### config.mk
export PLATFORM = sky130hd
export DESIGN_NAME = dd_scan_driver_flat
export DESIGN_NICKNAME = d
export VERILOG_FILES = /design/src/rtl/dd_scan_driver_pkg.sv /design/src/rtl/dd_scan_driver_if.sv /design/src/rtl/dd_scan_driver_hex.sv /design/src/rtl/dd_scan_driver.sv /design/src/flat_wrapper.sv
export SDC_FILE = /design/constraint.sdc
export NUM_CORES = 1
export LEC_CHECK = 0
export ABC_AREA = 1
export CAP_MARGIN = 10
export CORE_MARGIN = 2
export CORE_UTILIZATION = 50
export DETAILED_ROUTE_END_ITERATION = 10
export MAX_ROUTING_LAYER = met4
export PLACE_DENSITY_LB_ADDON = 0.2
export REMOVE_ABC_BUFFERS = 1
export SKIP_CTS_REPAIR_TIMING = 1
export SLEW_MARGIN = 20
export SYNTH_ARGS = -nofsm -noshare
export SYNTH_HDL_FRONTEND = slang
export SYNTH_SLANG_ARGS = --single-unit
### constraint.sdc
create_clock -name clk -period 3.5 [get_ports clk]
set_input_delay 0.7 -clock clk [delete_from_list [all_inputs] [get_ports clk]]
set_output_delay 0.7 -clock clk [all_outputs]
set_load 0.005 [all_outputs]
### src/rtl/dd_scan_driver_pkg.sv
// Shared types and constants for the dual 4-digit 7-segment scan driver.
// Also holds the LED source selector values written by the IO register block.
package dd_scan_driver_pkg;

  localparam int COUNT_WIDTH = 28;
  localparam int CYCLE_WIDTH = 32;

  typedef logic [COUNT_WIDTH-1:0] CountPath;
  typedef logic [CYCLE_WIDTH-1:0] CyclePath;
  typedef logic [15:0]            DD_OutArray;
  typedef logic [7:0]             DD_GateArray;
  typedef logic [31:0]            LED_InArray;
  typedef logic [1:0]             DigitIdx;

  localparam CountPath DEF_COUNT = 28'h3000;

  localparam logic LED_CTRL_SORT_RESULT = 1'b0;
  localparam logic LED_CTRL_USER        = 1'b1;

  localparam int SEG7_DP_BIT = 7;
  typedef logic [6:0] Seg7Path;

  function automatic logic [3:0] digitOneHot(input DigitIdx k);
    return 4'b0001 << k;
  endfunction

endpackage

### src/rtl/dd_scan_driver_if.sv
// Bundle of source inputs and display outputs between the IO register block
// and the scan driver.
interface dd_scan_driver_if;
  import dd_scan_driver_pkg::*;

  logic        ledCtrl;
  CyclePath    cycleCount;
  CyclePath    sortCount;
  logic        sortFinish;
  LED_InArray  userLed;
  DD_OutArray  ddOut;
  DD_GateArray ddGate;

  modport master (
    output ledCtrl, cycleCount, sortCount, sortFinish, userLed,
    input  ddOut, ddGate
  );

  modport slave (
    input  ledCtrl, cycleCount, sortCount, sortFinish, userLed,
    output ddOut, ddGate
  );

endinterface

### src/rtl/dd_scan_driver_hex.sv
// Combinational hex digit to 7-segment decoder, segment order {g,f,e,d,c,b,a},
// active-high.
module hex_to_seg7
  import dd_scan_driver_pkg::*;
(
  input  logic [3:0] nibble,
  output Seg7Path    seg
);

  always_comb begin
    seg = '0;
    case (nibble)
      4'h0: seg = 7'h3F;
      4'h1: seg = 7'h06;
      4'h2: seg = 7'h5B;
      4'h3: seg = 7'h4F;
      4'h4: seg = 7'h66;
      4'h5: seg = 7'h6D;
      4'h6: seg = 7'h7D;
      4'h7: seg = 7'h07;
      4'h8: seg = 7'h7F;
      4'h9: seg = 7'h6F;
      4'hA: seg = 7'h77;
      4'hB: seg = 7'h7C;
      4'hC: seg = 7'h39;
      4'hD: seg = 7'h5E;
      4'hE: seg = 7'h79;
      4'hF: seg = 7'h71;
      default: seg = '0;
    endcase
  end

endmodule

### src/rtl/dd_scan_driver.sv
// Time-multiplexed scan driver for two 4-digit 7-segment displays: snapshots the
// selected source once per frame and drives registered segments and digit gates.
module dd_scan_driver
  import dd_scan_driver_pkg::*;
#(
  parameter CountPath SCAN_PERIOD  = DEF_COUNT,
  parameter int       BLANK_CYCLES = 16
)
(
  input logic             clk,
  input logic             rst,
  dd_scan_driver_if.slave bus
);

  CountPath    p;
  DigitIdx     k;
  logic [15:0] v0, v1;
  logic        dpBuf;
  logic        loadPending;

  logic        pWrap, frameEdge, blank;
  logic [3:0]  nib0, nib1;
  Seg7Path     seg0, seg1;
  logic [15:0] loadV0, loadV1;
  logic        loadDp;
  DD_OutArray  outNext;
  DD_GateArray gateNext;
  logic        unusedHighBits;

  assign unusedHighBits = ^{bus.cycleCount[CYCLE_WIDTH-1:16], bus.sortCount[CYCLE_WIDTH-1:16]};

  always_comb begin
    pWrap     = (p == SCAN_PERIOD - CountPath'(1));
    frameEdge = pWrap && (k == 2'd3);
    blank     = (p < CountPath'(BLANK_CYCLES));
    // Digit 0 is the most significant nibble, so index with (3-k) == ~k.
    nib0      = v0[{~k, 2'b00} +: 4];
    nib1      = v1[{~k, 2'b00} +: 4];
  end

  // User nibble 0 lands in the most significant digit of each display.
  always_comb begin
    loadV0 = bus.cycleCount[15:0];
    loadV1 = bus.sortCount[15:0];
    loadDp = bus.sortFinish;
    if (bus.ledCtrl == LED_CTRL_USER) begin
      loadV0 = {bus.userLed[3:0],   bus.userLed[7:4],   bus.userLed[11:8],  bus.userLed[15:12]};
      loadV1 = {bus.userLed[19:16], bus.userLed[23:20], bus.userLed[27:24], bus.userLed[31:28]};
      loadDp = 1'b0;
    end
  end

  hex_to_seg7 uHex0 (.nibble(nib0), .seg(seg0));
  hex_to_seg7 uHex1 (.nibble(nib1), .seg(seg1));

  always_comb begin
    gateNext = '0;
    outNext  = '0;
    if (!blank) begin
      gateNext                   = {digitOneHot(k), digitOneHot(k)};
      outNext[6:0]               = seg0;
      outNext[14:8]              = seg1;
      outNext[8 + SEG7_DP_BIT]   = dpBuf && (k == 2'd3);
    end
  end

  // Prescaler, digit counter, frame snapshot and registered outputs.
  always_ff @(posedge clk or posedge rst) begin
    if (rst) begin
      p           <= '0;
      k           <= '0;
      v0          <= '0;
      v1          <= '0;
      dpBuf       <= 1'b0;
      loadPending <= 1'b1;
      bus.ddOut   <= '0;
      bus.ddGate  <= '0;
    end else begin
      p <= pWrap ? '0 : p + CountPath'(1);
      if (pWrap) begin
        k <= k + 2'd1;
      end
      if (loadPending || frameEdge) begin
        v0    <= loadV0;
        v1    <= loadV1;
        dpBuf <= loadDp;
      end
      loadPending <= 1'b0;
      bus.ddOut   <= outNext;
      bus.ddGate  <= gateNext;
    end
  end

endmodule

### src/flat_wrapper.sv
// flat-port wrapper written by rule: the top's interface ports become plain ports
module dd_scan_driver_flat import dd_scan_driver_pkg::*;
#(
  parameter CountPath SCAN_PERIOD  = DEF_COUNT,
  parameter int       BLANK_CYCLES = 16
)
  (clk, rst, bus_ledCtrl, bus_cycleCount, bus_sortCount, bus_sortFinish, bus_userLed, bus_ddOut, bus_ddGate);
  dd_scan_driver_if bus_i ();
  input logic clk;
  input logic rst;
  input wire logic [$bits(bus_i.ledCtrl)-1:0] bus_ledCtrl;
  input wire logic [$bits(bus_i.cycleCount)-1:0] bus_cycleCount;
  input wire logic [$bits(bus_i.sortCount)-1:0] bus_sortCount;
  input wire logic [$bits(bus_i.sortFinish)-1:0] bus_sortFinish;
  input wire logic [$bits(bus_i.userLed)-1:0] bus_userLed;
  output wire logic [$bits(bus_i.ddOut)-1:0] bus_ddOut;
  output wire logic [$bits(bus_i.ddGate)-1:0] bus_ddGate;
  assign bus_i.ledCtrl = bus_ledCtrl;
  assign bus_i.cycleCount = bus_cycleCount;
  assign bus_i.sortCount = bus_sortCount;
  assign bus_i.sortFinish = bus_sortFinish;
  assign bus_i.userLed = bus_userLed;
  assign bus_ddOut = bus_i.ddOut;
  assign bus_ddGate = bus_i.ddGate;
  dd_scan_driver #(.SCAN_PERIOD(SCAN_PERIOD), .BLANK_CYCLES(BLANK_CYCLES)) u_core (.clk(clk), .rst(rst), .bus(bus_i));
endmodule
==> results of run 1 <==
## sequential cells by signal (all words and copies together) (netlist names)
| name | count |
|---|---|
| u_core.bus.ddGate | 4 |
| u_core.bus.ddOut | 15 |
| u_core.p | 28 |
| u_core.loadPending | 1 |
| u_core.dpBuf | 1 |
| u_core.k | 2 |
| u_core.v0 | 16 |
| u_core.v1 | 16 |
## worst max-delay path by stage
stage | startpoint | endpoint | slack, ns | depth (start not counted)
global route | u_core.p[0] | u_core.v1[1] | 1.06 | 10
global placement | u_core.p[0] | u_core.v0[13] | 1.29 | 10
CTS | u_core.p[0] | u_core.v1[1] | 1.24 | 10
detailed placement | u_core.p[0] | u_core.v1[1] | 1.26 | 10
finish | u_core.p[0] | u_core.v1[1] | 1.22 | 10
floorplan | rst | u_core.bus.ddGate[3] | 0.66 | 1
## critical path: stages, from the launching register on
cell     delay, ns
dfrtp_1       0.44
ha_1          0.30
nand3_1       0.17
inv_1         0.09
nand2_2       0.13
nor2_4        0.06
nand3_4       0.06
buf_4         0.33
nand2_4       0.33
nand2_1       0.18
nand2_1       0.07
## stage by stage
step | worst slack [ns] | utilization | std cells | total power, mW | hold WS [ns]
6_report | 1.219 | 0.6314 | 864 | 2.131 | 0.5139
5_1_grt | 1.058 | 0.6314 | 864 | 2.235 | 0.5428
4_1_cts | 1.243 | 0.6314 | 864 | 2.148 | 0.5152
3_5_place_dp | 1.260 | 0.6106 | 848 | 1.453 | 0.4939
3_3_place_gp | 1.291 | 0.6106 | 848 | 1.440 | 0.4903
2_1_floorplan | 0.6649 | - | 620 | 1.264 | 0.4663
## layer usage
metal | part of all wire | vias up
met2 | 0.46 | 119
met3 | 0.044 | 14
met4 | 0.015 | 0
met1 | 0.48 | 1951
met5 | 0 | -
li1 | - | 2179
## report_power, final
part / switching (mW) / leakage, nW / total (mW) / internal (mW)
sequential: 0.0276 / 1.03 / 1.05 / 1.03
combinational: 0.176 / 1.89 / 0.379 / 0.203
clock: 0.365 / 0.0958 / 0.698 / 0.333
## final cells by class
class	count	area, um2	area share
repair buffers	95	950.9	0.1562
inverters	73	275.3	0.04523
clock inverters	7	76.32	0.01254
well taps	133	166.4	0.02734
clock buffers	9	123.9	0.02035
multi-input cells	464	2415	0.3968
flip-flops and latches	83	2078	0.3415
## cell usage in the layout (no fill, tap or decap), types with 6 or more instances in the layout
cell	n
nand3_1	67
nand2_1	194
inv_1	69
xor2_1	13
a21oi_1	13
nor2_1	73
dfrtp_1	82
clkbuf_8	9
o21ai_0	22
ha_1	17
mux2_2	32
nand4_1	8
nor3_1	6
nand2_2	13
clkdlybuf4s50_1	90
## cell families after synthesis
kind of cell | share of synthesized area
AND/OR/NAND/NOR | 0.3143
other | 0.0007628
buffers and inverters | 0.08679
flip-flops | 0.4228
multiplexers | 0.07330
XOR/XNOR | 0.02316
adder cells (fa/ha/maj) | 0.04327
AO/OA/AOI/OAI | 0.03563
==> metrics.txt, run 1 <==
# TYPE chip_impl_metric gauge
chip_impl_metric{name="clock_insertion_delay_worst_skew",unit="ns"} 0.36
chip_impl_metric{name="synth_enable_flop_cells",unit=""} 0
chip_impl_metric{name="cts_num_sinks",unit=""} 83
chip_impl_metric{name="fmaxAchievable",unit="MHz"} 438.5
chip_impl_info{name="crit_type",value="reg -> reg"} 1
chip_impl_metric{name="grt_antenna_before_repair",unit=""} 0
chip_impl_info{name="synthMostInstantiatedCell",value="nand2_1"} 1
chip_impl_metric{name="drtIter0Drc",unit=""} 273
chip_impl_metric{name="globalRouteMet3Util",unit=""} 0.02780
chip_impl_metric{name="grt_util_met2",unit=""} 0.3382
chip_impl_info{name="endpoint_kind",value="register"} 1
chip_impl_metric{name="finalWirelength",unit="um"} 10850
chip_impl_info{name="worst_hold_path_class",value="reg -> reg"} 1
chip_impl_metric{name="dp_hpwl",unit="um"} 7943
chip_impl_info{name="reg2reg_from",value="u_core.p[0]"} 1
chip_impl_metric{name="p_per_area",unit="mW/mm2"} 350.1
chip_impl_info{name="synth_top_cells_by_count",value="194 x nand2_1, 82 x dfrtp_1, 73 x nor2_1"} 1
chip_impl_metric{name="worstPathArrival",unit="ns"} 2.52
chip_impl_metric{name="dpl-instance-area",unit="mm2"} 0.005886
chip_impl_metric{name="syn_area",unit="mm2"} 0.004916
chip_impl_metric{name="power.static_leakage",unit="nW"} 3.015
chip_impl_metric{name="top_level_ports",unit=""} 124
chip_impl_metric{name="synth_seq_area_share",unit=""} 0.4228
chip_impl_metric{name="period_minus_slack",unit="ns"} 2.281
chip_impl_metric{name="port_buffers",unit=""} 90
chip_impl_metric{name="irDropWorstVdd",unit="mV"} 0.1684
chip_impl_metric{name="worstHoldPathCells",unit=""} 2
chip_impl_metric{name="core_area",unit="mm2"} 0.009639
chip_impl_info{name="timing.critical_path.from_type",value="register"} 1
chip_impl_metric{name="clock_skew",unit="ns"} 0.01259
chip_impl_metric{name="routed-via-count",unit=""} 4263
chip_impl_metric{name="worstMarginPinSlew",unit="ns"} 0.6683
chip_impl_metric{name="area_delta_synth_final",unit="%"} 23.80
chip_impl_info{name="regToRegEndpoint",value="u_core.v1[1]"} 1
chip_impl_metric{name="clk_pin_slew_worst_paths",unit="ns"} 0.09
chip_impl_metric{name="drtAntennaViolNets",unit=""} 0
chip_impl_metric{name="timing.final.crit_share",unit=""} 0.6516
chip_impl_info{name="netlist.top_cell.by_area",value="dfrtp_1"} 1
chip_impl_metric{name="rows",unit=""} 36
chip_impl_info{name="grt_busiest_layer",value="met2"} 1
chip_impl_metric{name="report.final.slew_viol_count",unit=""} 0
chip_impl_info{name="run_status",value="finished clean"} 1
chip_impl_info{name="clock_tree_from_tritoncts",value="done"} 1
chip_impl_metric{name="first_global_vias",unit=""} 3990
chip_impl_metric{name="grt_start_max_net_pins",unit=""} 48
chip_impl_metric{name="fp.dieH",unit="um"} 103.2
chip_impl_metric{name="drive_above_1_share",unit=""} 0.1012
chip_impl_metric{name="floorplan.initialDensity",unit=""} 0.5100
chip_impl_metric{name="cts_made_buffers",unit=""} 9
chip_impl_info{name="dominantRegCellSynth",value="dfrtp_1"} 1
chip_impl_metric{name="setup_viol",unit=""} 0
chip_impl_metric{name="grt_first_pass_wirelength",unit="um"} 17970
chip_impl_metric{name="timing.final.hold_violations",unit=""} 0
chip_impl_metric{name="synthesis.yosys.warnings",unit=""} 0
chip_impl_metric{name="gr-usage-all-layers",unit=""} 0.2212
chip_impl_metric{name="final_design_area_no_fill",unit="mm2"} 0.006086
chip_impl_metric{name="syn-instance-count",unit=""} 643
chip_impl_metric{name="synthDominantCellAreaShare",unit=""} 0.4174
chip_impl_metric{name="num-nets-final",unit=""} 843
chip_impl_metric{name="layout.filler_cells",unit=""} 896
chip_impl_info{name="unrepaired_setup_endpoints_after_global_routing",value="no"} 1
chip_impl_metric{name="die_w",unit="um"} 103.2
chip_impl_metric{name="fin_tns_setup",unit="ns"} 0
chip_impl_metric{name="r2r.worst_path.cells",unit=""} 10
chip_impl_metric{name="detail_route.drc_violations",unit=""} 0
chip_impl_metric{name="detail_route.wl_per_cell",unit="um"} 12.55
chip_impl_metric{name="antenna_cell_count",unit=""} 0
chip_impl_info{name="yosys-top-cells-area",value="dfrtp_1 42%, nand2_1 15%, mux2_2 7.3%"} 1
chip_impl_metric{name="max-clock-path-buffers",unit=""} 2
chip_impl_metric{name="number_of_levels_the_h_tree_was_split_into",unit=""} 3
chip_impl_metric{name="synthDistinctLibCells",unit=""} 26
chip_impl_info{name="min_delay_worst_endpoint",value="u_core.v1[12]"} 1
chip_impl_info{name="cts-root-buf",value="clkbuf_8"} 1
chip_impl_metric{name="met1_usage",unit=""} 0.3017
chip_impl_metric{name="overflow",unit=""} 0
chip_impl_metric{name="die_area",unit="mm2"} 0.01064
chip_impl_metric{name="postSynthAreaPerCell",unit="um2"} 7.645
chip_impl_metric{name="synth_seq_cells",unit=""} 83
chip_impl_metric{name="max_slew_margin",unit=""} 0.5540
chip_impl_metric{name="path_max_fanout",unit=""} 34
chip_impl_info{name="min_from",value="u_core.v1[12]"} 1
chip_impl_metric{name="post_drt_via_cell_ratio",unit=""} 4.934
chip_impl_metric{name="gp_congestion",unit=""} 0.9779
chip_impl_metric{name="drtPass1Iterations",unit=""} 5
chip_impl_metric{name="regToRegSetupSlack",unit="ns"} 1.22
chip_impl_metric{name="timing.max_cap.violations",unit=""} 0
chip_impl_metric{name="synth-async-reset-ratio",unit=""} 1.000
chip_impl_metric{name="worstPathRequired",unit="ns"} 3.74
Note: power is estimated with default switching activity, not from simulation.
==> run 2, diff against run 1 <==
Clock period 3.5 ns to 2.1 ns, I/O delays scaled along.
==> run 2 against run 1 <==
  * Power rose by 66%
  * Non-clock buffer count rose by 7
  * Sequential cell count unchanged
  * Critical endpoint is now u_core.bus.ddOut[3]
==> metrics.txt, run 2 (synthesis gave the netlist of run 1 again) <==
# TYPE chip_impl_metric gauge
chip_impl_metric{name="worstPathRequired",unit="ns"} 2.39
chip_impl_metric{name="power.static_leakage",unit="nW"} 3.055
chip_impl_metric{name="place_ws",unit="ns"} 0.2391
chip_impl_info{name="regToRegEndpoint",value="u_core.bus.ddOut[3]"} 1
chip_impl_metric{name="antenna_cell_count",unit=""} 0
chip_impl_metric{name="drive_above_1_share",unit=""} 0.1070
chip_impl_metric{name="port_buffers",unit=""} 90
chip_impl_metric{name="gr-usage-all-layers",unit=""} 0.2295
chip_impl_metric{name="worstMarginPinSlew",unit="ns"} 0.5937
chip_impl_metric{name="largest_register_ffs",unit=""} 28
chip_impl_metric{name="clock_insertion_delay_worst_skew",unit="ns"} 0.36
chip_impl_metric{name="overflow",unit=""} 0
chip_impl_metric{name="final.hold.worst_slack",unit="ns"} 0.4786
chip_impl_metric{name="max-clock-path-buffers",unit=""} 2
chip_impl_info{name="crit_type",value="reg -> reg"} 1
chip_impl_metric{name="max_slew_margin",unit=""} 0.6031
chip_impl_metric{name="setup_viol",unit=""} 0
chip_impl_metric{name="drtAntennaViolNets",unit=""} 0
chip_impl_metric{name="dpl-instance-area",unit="mm2"} 0.005951
chip_impl_info{name="reg2reg_from",value="u_core.k[1]"} 1
chip_impl_metric{name="rows",unit=""} 36
chip_impl_metric{name="report.final.slew_viol_count",unit=""} 0
chip_impl_metric{name="final_design_area_no_fill",unit="mm2"} 0.006150
chip_impl_metric{name="r2r.worst_path.cells",unit=""} 10
chip_impl_info{name="endpoint_kind",value="register"} 1
chip_impl_metric{name="clock_skew",unit="ns"} 0.01184
chip_impl_metric{name="top_level_ports",unit=""} 124
chip_impl_metric{name="dp_cells",unit=""} 855
chip_impl_metric{name="drtPass1Iterations",unit=""} 4
chip_impl_metric{name="timing.max_cap.violations",unit=""} 0
chip_impl_metric{name="regToRegSetupSlack",unit="ns"} 0.18
chip_impl_metric{name="timing.final.crit_share",unit=""} 0.9163
chip_impl_metric{name="dp_hpwl",unit="um"} 8172
chip_impl_info{name="setup.worst_path.start",value="u_core.k[1]"} 1
chip_impl_metric{name="die_area",unit="mm2"} 0.01064
chip_impl_metric{name="grt_start_max_net_pins",unit=""} 84
chip_impl_info{name="layout_top_registers",value="u_core.p (28), u_core.v0 (16), u_core.v1 (16)"} 1
chip_impl_metric{name="setup_slack",unit="ns"} 0.1758
chip_impl_metric{name="detail_route.drc_violations",unit=""} 0
chip_impl_metric{name="floorplan.initialDensity",unit=""} 0.5100
chip_impl_info{name="clock_tree_from_tritoncts",value="done"} 1
chip_impl_metric{name="routed-via-count",unit=""} 4302
chip_impl_info{name="registers.top_by_ff_count",value="u_core.p"} 1
chip_impl_metric{name="fmaxAchievable",unit="MHz"} 519.7
chip_impl_metric{name="num-nets-final",unit=""} 850
chip_impl_metric{name="p_per_area",unit="mW/mm2"} 575.4
chip_impl_metric{name="core_area",unit="mm2"} 0.009639
chip_impl_metric{name="cts_num_sinks",unit=""} 83
chip_impl_metric{name="finalWirelength",unit="um"} 11080
chip_impl_metric{name="worstPathArrival",unit="ns"} 2.21
chip_impl_info{name="unrepaired_setup_endpoints_after_global_routing",value="no"} 1
chip_impl_info{name="worst_hold_path_class",value="in -> async"} 1
chip_impl_metric{name="irDropWorstVdd",unit="mV"} 0.3416
chip_impl_info{name="final_cell_mix",value="194 x nand2_1, 90 x clkdlybuf4s50_1, 82 x dfrtp_1"} 1
chip_impl_metric{name="fp.dieH",unit="um"} 103.2
chip_impl_metric{name="period_minus_slack",unit="ns"} 1.924
chip_impl_info{name="timing.critical_path.from_type",value="register"} 1
chip_impl_info{name="run_status",value="finished clean"} 1
chip_impl_metric{name="gp_congestion",unit=""} 0.9489
chip_impl_metric{name="grt_antenna_before_repair",unit=""} 0
chip_impl_metric{name="clk_pin_slew_worst_paths",unit="ns"} 0.08
chip_impl_metric{name="grt_first_pass_wirelength",unit="um"} 18490
chip_impl_metric{name="area_delta_synth_final",unit="%"} 25.10
chip_impl_metric{name="drtIter0Drc",unit=""} 175
chip_impl_metric{name="final_cell_count_no_fill",unit=""} 871
chip_impl_metric{name="path_max_fanout",unit=""} 9
chip_impl_metric{name="first_global_vias",unit=""} 4053
chip_impl_info{name="worstSetupEndpoint",value="u_core.bus.ddOut[3]"} 1
chip_impl_info{name="mostFrequentLayoutCell",value="nand2_1"} 1
chip_impl_metric{name="detail_route.wl_per_cell",unit="um"} 12.72
chip_impl_metric{name="die_w",unit="um"} 103.2
chip_impl_metric{name="timing.final.hold_violations",unit=""} 0
chip_impl_info{name="cts-root-buf",value="clkbuf_8"} 1
chip_impl_metric{name="number_of_levels_the_h_tree_was_split_into",unit=""} 3
chip_impl_metric{name="cts_made_buffers",unit=""} 9
chip_impl_metric{name="post_drt_via_cell_ratio",unit=""} 4.939
## run 2: cell type report
type	count	area, um2
clock buffers	12	145.1
clock inverters	4	51.30
fillers	888	3490
inverters	73	277.8
multi-input cells	464	2415
flip-flops and latches	83	2078
well taps	133	166.4
repair buffers	102	1016
## run 2: power by group
group | switching (mW) | leakage [nW] | internal [mW]
Sequential | 0.0473 | 1.03 | 1.71
Combinational | 0.294 | 1.93 | 0.342
Clock | 0.563 | 0.0966 | 0.583
## run 2: how the worst min path moves through the flow
stage / startpoint / end / slack, ns / depth (start not counted)
global route: rst / u_core.bus.ddOut[15] / 0.52 / 3
floorplan: u_core.dpBuf / u_core.bus.ddOut[15] / 0.47 / 2
CTS: rst / u_core.p[16] / 0.50 / 3
global placement: u_core.v0[9] / u_core.v0[9] / 0.49 / 2
finish: rst / u_core.bus.ddOut[4] / 0.48 / 3
detailed placement: u_core.v0[9] / u_core.v0[9] / 0.49 / 2
## run 2: stage by stage
| stage | power, mW | setup TNS, ns | util |
|---|---|---|---|
| floorplan | 2.106 | -37.32 | - |
| detailed placement | 2.425 | 0 | 0.6173 |
| global route | 3.733 | 0 | 0.6380 |
| finish | 3.538 | 0 | 0.6380 |
| CTS | 3.571 | 0 | 0.6377 |
| global placement | 2.403 | 0 | 0.6173 |
## run 2: worst max-delay path, stage by stage (launching register included)
cell	delay [ns]
dfrtp_1	0.38
inv_1	0.27
nand3_1	0.12
nand2_1	0.25
inv_1	0.13
ha_1	0.25
nand2_1	0.12
o21ai_0	0.10
nand2_1	0.07
nand2_1	0.05
nor2_1	0.11
## run 2: routing by layer
layer  global-route usage  routed length (um)  up-vias
li1                     -                   -     2193
met1               0.3162                5277     1984
met2               0.3452                5134      112
met3              0.03254                 468       13
met4              0.08603                 199        0
met5                    -                   0        -
==> run 3, diff against run 2 <==
Settings changed: CORE_UTILIZATION 50 to 40.
==> run 3 against run 2 <==
  * Sequential power is essentially flat
  * First-iteration DRC count rose by 25%
  * Register-to-register slack better by 0.02 ns
  * Count of clock-buffer cells in the layout down 1
  * Sequential share of layout area down 0.83 points
  * Cell count grew 1.7%
  * Worst hold slack lost 0.091 ns
  * Non-clock buffer count increased by 1
  * Combinational power increased by 1%
  * Cell area up 2.5%
  * Clock power increased by 43%
  * Critical endpoint is now u_core.bus.ddOut[11]
  * Clock skew decreased by 0.0061 ns
==> metrics.txt, run 3 (synthesis gave the netlist of run 1 again) <==
# TYPE chip_impl_metric gauge
chip_impl_metric{name="drive_above_1_share",unit=""} 0.1096
chip_impl_metric{name="seq_power_share",unit=""} 0.434
chip_impl_metric{name="grt_antenna_before_repair",unit=""} 0
chip_impl_metric{name="final.hold.worst_slack",unit="ns"} 0.3872
chip_impl_metric{name="switching_pwr",unit="mW"} 0.9625
chip_impl_metric{name="p_clk_frac",unit=""} 0.407
chip_impl_metric{name="rows",unit=""} 40
chip_impl_metric{name="largest_register_ffs",unit=""} 28
chip_impl_metric{name="p_per_area",unit="mW/mm2"} 644.2
chip_impl_metric{name="grt_start_max_net_pins",unit=""} 35
chip_impl_metric{name="floorplan.initialDensity",unit=""} 0.4093
chip_impl_metric{name="post_drt_via_cell_ratio",unit=""} 4.779
chip_impl_metric{name="timing.max_cap.violations",unit=""} 0
chip_impl_metric{name="clock_insertion_delay_worst_skew",unit="ns"} 0.34
chip_impl_metric{name="layout.filler_cells",unit=""} 1158
chip_impl_info{name="layout_top_registers",value="u_core.p (28), u_core.v0 (16), u_core.v1 (16)"} 1
chip_impl_metric{name="dp_hpwl",unit="um"} 8509
chip_impl_metric{name="path_max_fanout",unit=""} 18
chip_impl_info{name="crit_type",value="reg -> reg"} 1
chip_impl_info{name="worst_path_max_delay_cell",value="dfrtp_1"} 1
chip_impl_metric{name="cts_made_buffers",unit=""} 9
chip_impl_info{name="endpoint_kind",value="register"} 1
chip_impl_metric{name="cpPeakStageDelay",unit="ns"} 0.43
chip_impl_metric{name="fmaxAchievable",unit="MHz"} 526.1
chip_impl_metric{name="worstPathArrival",unit="ns"} 2.13
chip_impl_metric{name="grt_first_pass_wirelength",unit="um"} 19150
chip_impl_metric{name="p_comb_frac",unit=""} 0.158
chip_impl_metric{name="drtAntennaViolNets",unit=""} 0
chip_impl_metric{name="gr-usage-all-layers",unit=""} 0.1875
chip_impl_metric{name="timing.final.crit_share",unit=""} 0.9052
chip_impl_metric{name="die_w",unit="um"} 114.9
chip_impl_metric{name="die_area",unit="mm2"} 0.01319
chip_impl_metric{name="detail_route.drc_violations",unit=""} 0
chip_impl_metric{name="cts_num_sinks",unit=""} 83
chip_impl_info{name="clock_tree_from_tritoncts",value="done"} 1
chip_impl_metric{name="report.final.slew_viol_count",unit=""} 0
chip_impl_metric{name="max-clock-path-buffers",unit=""} 2
chip_impl_metric{name="clk_pin_slew_worst_paths",unit="ns"} 0.06
chip_impl_info{name="run_status",value="finished clean"} 1
chip_impl_metric{name="area_delta_synth_final",unit="%"} 28.23
chip_impl_info{name="worst_path_most_repeated_cell",value="nand2_1"} 1
chip_impl_metric{name="finalWirelength",unit="um"} 11250
chip_impl_metric{name="antenna_cell_count",unit=""} 0
chip_impl_metric{name="setup_viol",unit=""} 0
chip_impl_metric{name="overflow",unit=""} 0
chip_impl_metric{name="fp.dieH",unit="um"} 114.9
chip_impl_metric{name="max_slew_margin",unit=""} 0.6095
chip_impl_metric{name="number_of_levels_the_h_tree_was_split_into",unit=""} 3
chip_impl_info{name="registers.top_by_ff_count",value="u_core.p"} 1
chip_impl_metric{name="first_global_vias",unit=""} 4068
chip_impl_info{name="final_cell_mix",value="193 x nand2_1, 90 x clkdlybuf4s50_1, 82 x dfrtp_1"} 1
chip_impl_metric{name="period_minus_slack",unit="ns"} 1.901
chip_impl_metric{name="clock_skew",unit="ns"} 0.005750
chip_impl_metric{name="drtPass1Iterations",unit=""} 4
chip_impl_metric{name="gp_congestion",unit=""} 0.8917
chip_impl_metric{name="worstPathRequired",unit="ns"} 2.33
chip_impl_metric{name="power.static_leakage",unit="nW"} 3.116
chip_impl_info{name="worst_path_dominant_cell_family",value="simple AND/OR/NAND/NOR gates"} 1
chip_impl_metric{name="drtIter0Drc",unit=""} 219
chip_impl_metric{name="port_buffers",unit=""} 90
chip_impl_metric{name="top_level_ports",unit=""} 124
chip_impl_metric{name="sw_frac_of_total",unit=""} 0.2370
chip_impl_metric{name="num-nets-final",unit=""} 851
chip_impl_info{name="mostFrequentLayoutCell",value="nand2_1"} 1
chip_impl_metric{name="final_util",unit=""} 0.5248
chip_impl_metric{name="irDropWorstVdd",unit="mV"} 0.3489
chip_impl_metric{name="dpl-instance-area",unit="mm2"} 0.005988
chip_impl_metric{name="internal_power",unit="mW"} 3.098
chip_impl_metric{name="cp_num_buf_inv",unit=""} 2
chip_impl_metric{name="worstMarginPinSlew",unit="ns"} 0.5841
chip_impl_info{name="cp_cell_sequence",value="buf_4, nand2_1, nand3_1, nand2_1, inv_1, ha_1, nand2_1, o21ai_0, nand2_1, nand2_1, nor2_1"} 1
chip_impl_metric{name="routed-via-count",unit=""} 4234
chip_impl_metric{name="timing.final.hold_violations",unit=""} 0
chip_impl_metric{name="core_area",unit="mm2"} 0.01201
chip_impl_info{name="unrepaired_setup_endpoints_after_global_routing",value="no"} 1
chip_impl_metric{name="final_design_area_no_fill",unit="mm2"} 0.006304
chip_impl_metric{name="detail_route.wl_per_cell",unit="um"} 12.69
chip_impl_info{name="timing.critical_path.from_type",value="register"} 1
chip_impl_info{name="cts-root-buf",value="clkbuf_16"} 1
chip_impl_info{name="worst_hold_path_class",value="in -> async"} 1
==> run 3: changes by cell type in the layout (fill, tap and decap cells not counted), sizes merged <==
cell / before / now
bufinv: 1 / 2
buf: 12 / 13
clkbuf: 12 / 11
==> run 3: power groups by stage <==
stage               Sequential [mW]  Clock [mW]  Combinational (mW)
finish                         1.76        1.65               0.643
global route                   1.78        1.77               0.725
CTS                            1.76        1.69               0.649
detailed placement             1.79           0               0.644
global placement               1.79           0               0.629
floorplan                      1.79           0               0.319
==> run 3: area by class of cell <==
class                      count  area, um2  area share
inverter                      73      277.8     0.04407
tap                          147      183.9     0.02918
clock inverter                 5      77.57     0.01231
sequential                    83       2078      0.3297
timing repair buffer         103       1036      0.1644
multi-input combinational    464       2417      0.3835
clock buffer                  11      232.7     0.03692
==> run 3: final timing paths <==
path / startpoint / end / slack [ns] / depth (start not counted)
max: u_core.k[0] / u_core.bus.ddOut[11] / 0.20 / 11
min: rst / u_core.v0[6] / 0.39 / 2
max reg2reg: u_core.k[0] / u_core.bus.ddOut[11] / 0.20 / 11
min reg2reg: u_core.v1[2] / u_core.v1[2] / 0.51 / 2
max in group asynchronous: rst / u_core.loadPending / 1.16 / 3
min in group clk: u_core.v1[2] / u_core.v1[2] / 0.51 / 2
==> run 3: stage by stage <==
stage	cells	setup slack, ns	power, mW	TNS, ns
6_report	886	0.1992	4.061	0
5_1_grt	886	0.01885	4.269	0
4_1_cts	886	0.1939	4.103	0
3_5_place_dp	870	0.2112	2.438	0
3_3_place_gp	870	0.2803	2.418	0
2_1_floorplan	620	-0.4551	2.106	-37.32
==> run 3: metal layers <==
metal,GRT usage,vias to the layer above,routed length (um),part of all wire
met5,-,-,0,0
met4,0.04980,0,110,0.0098
met3,0.04112,9,536,0.048
met2,0.2835,119,5098,0.45
met1,0.2559,1911,5500,0.49
li1,-,2195,-,-
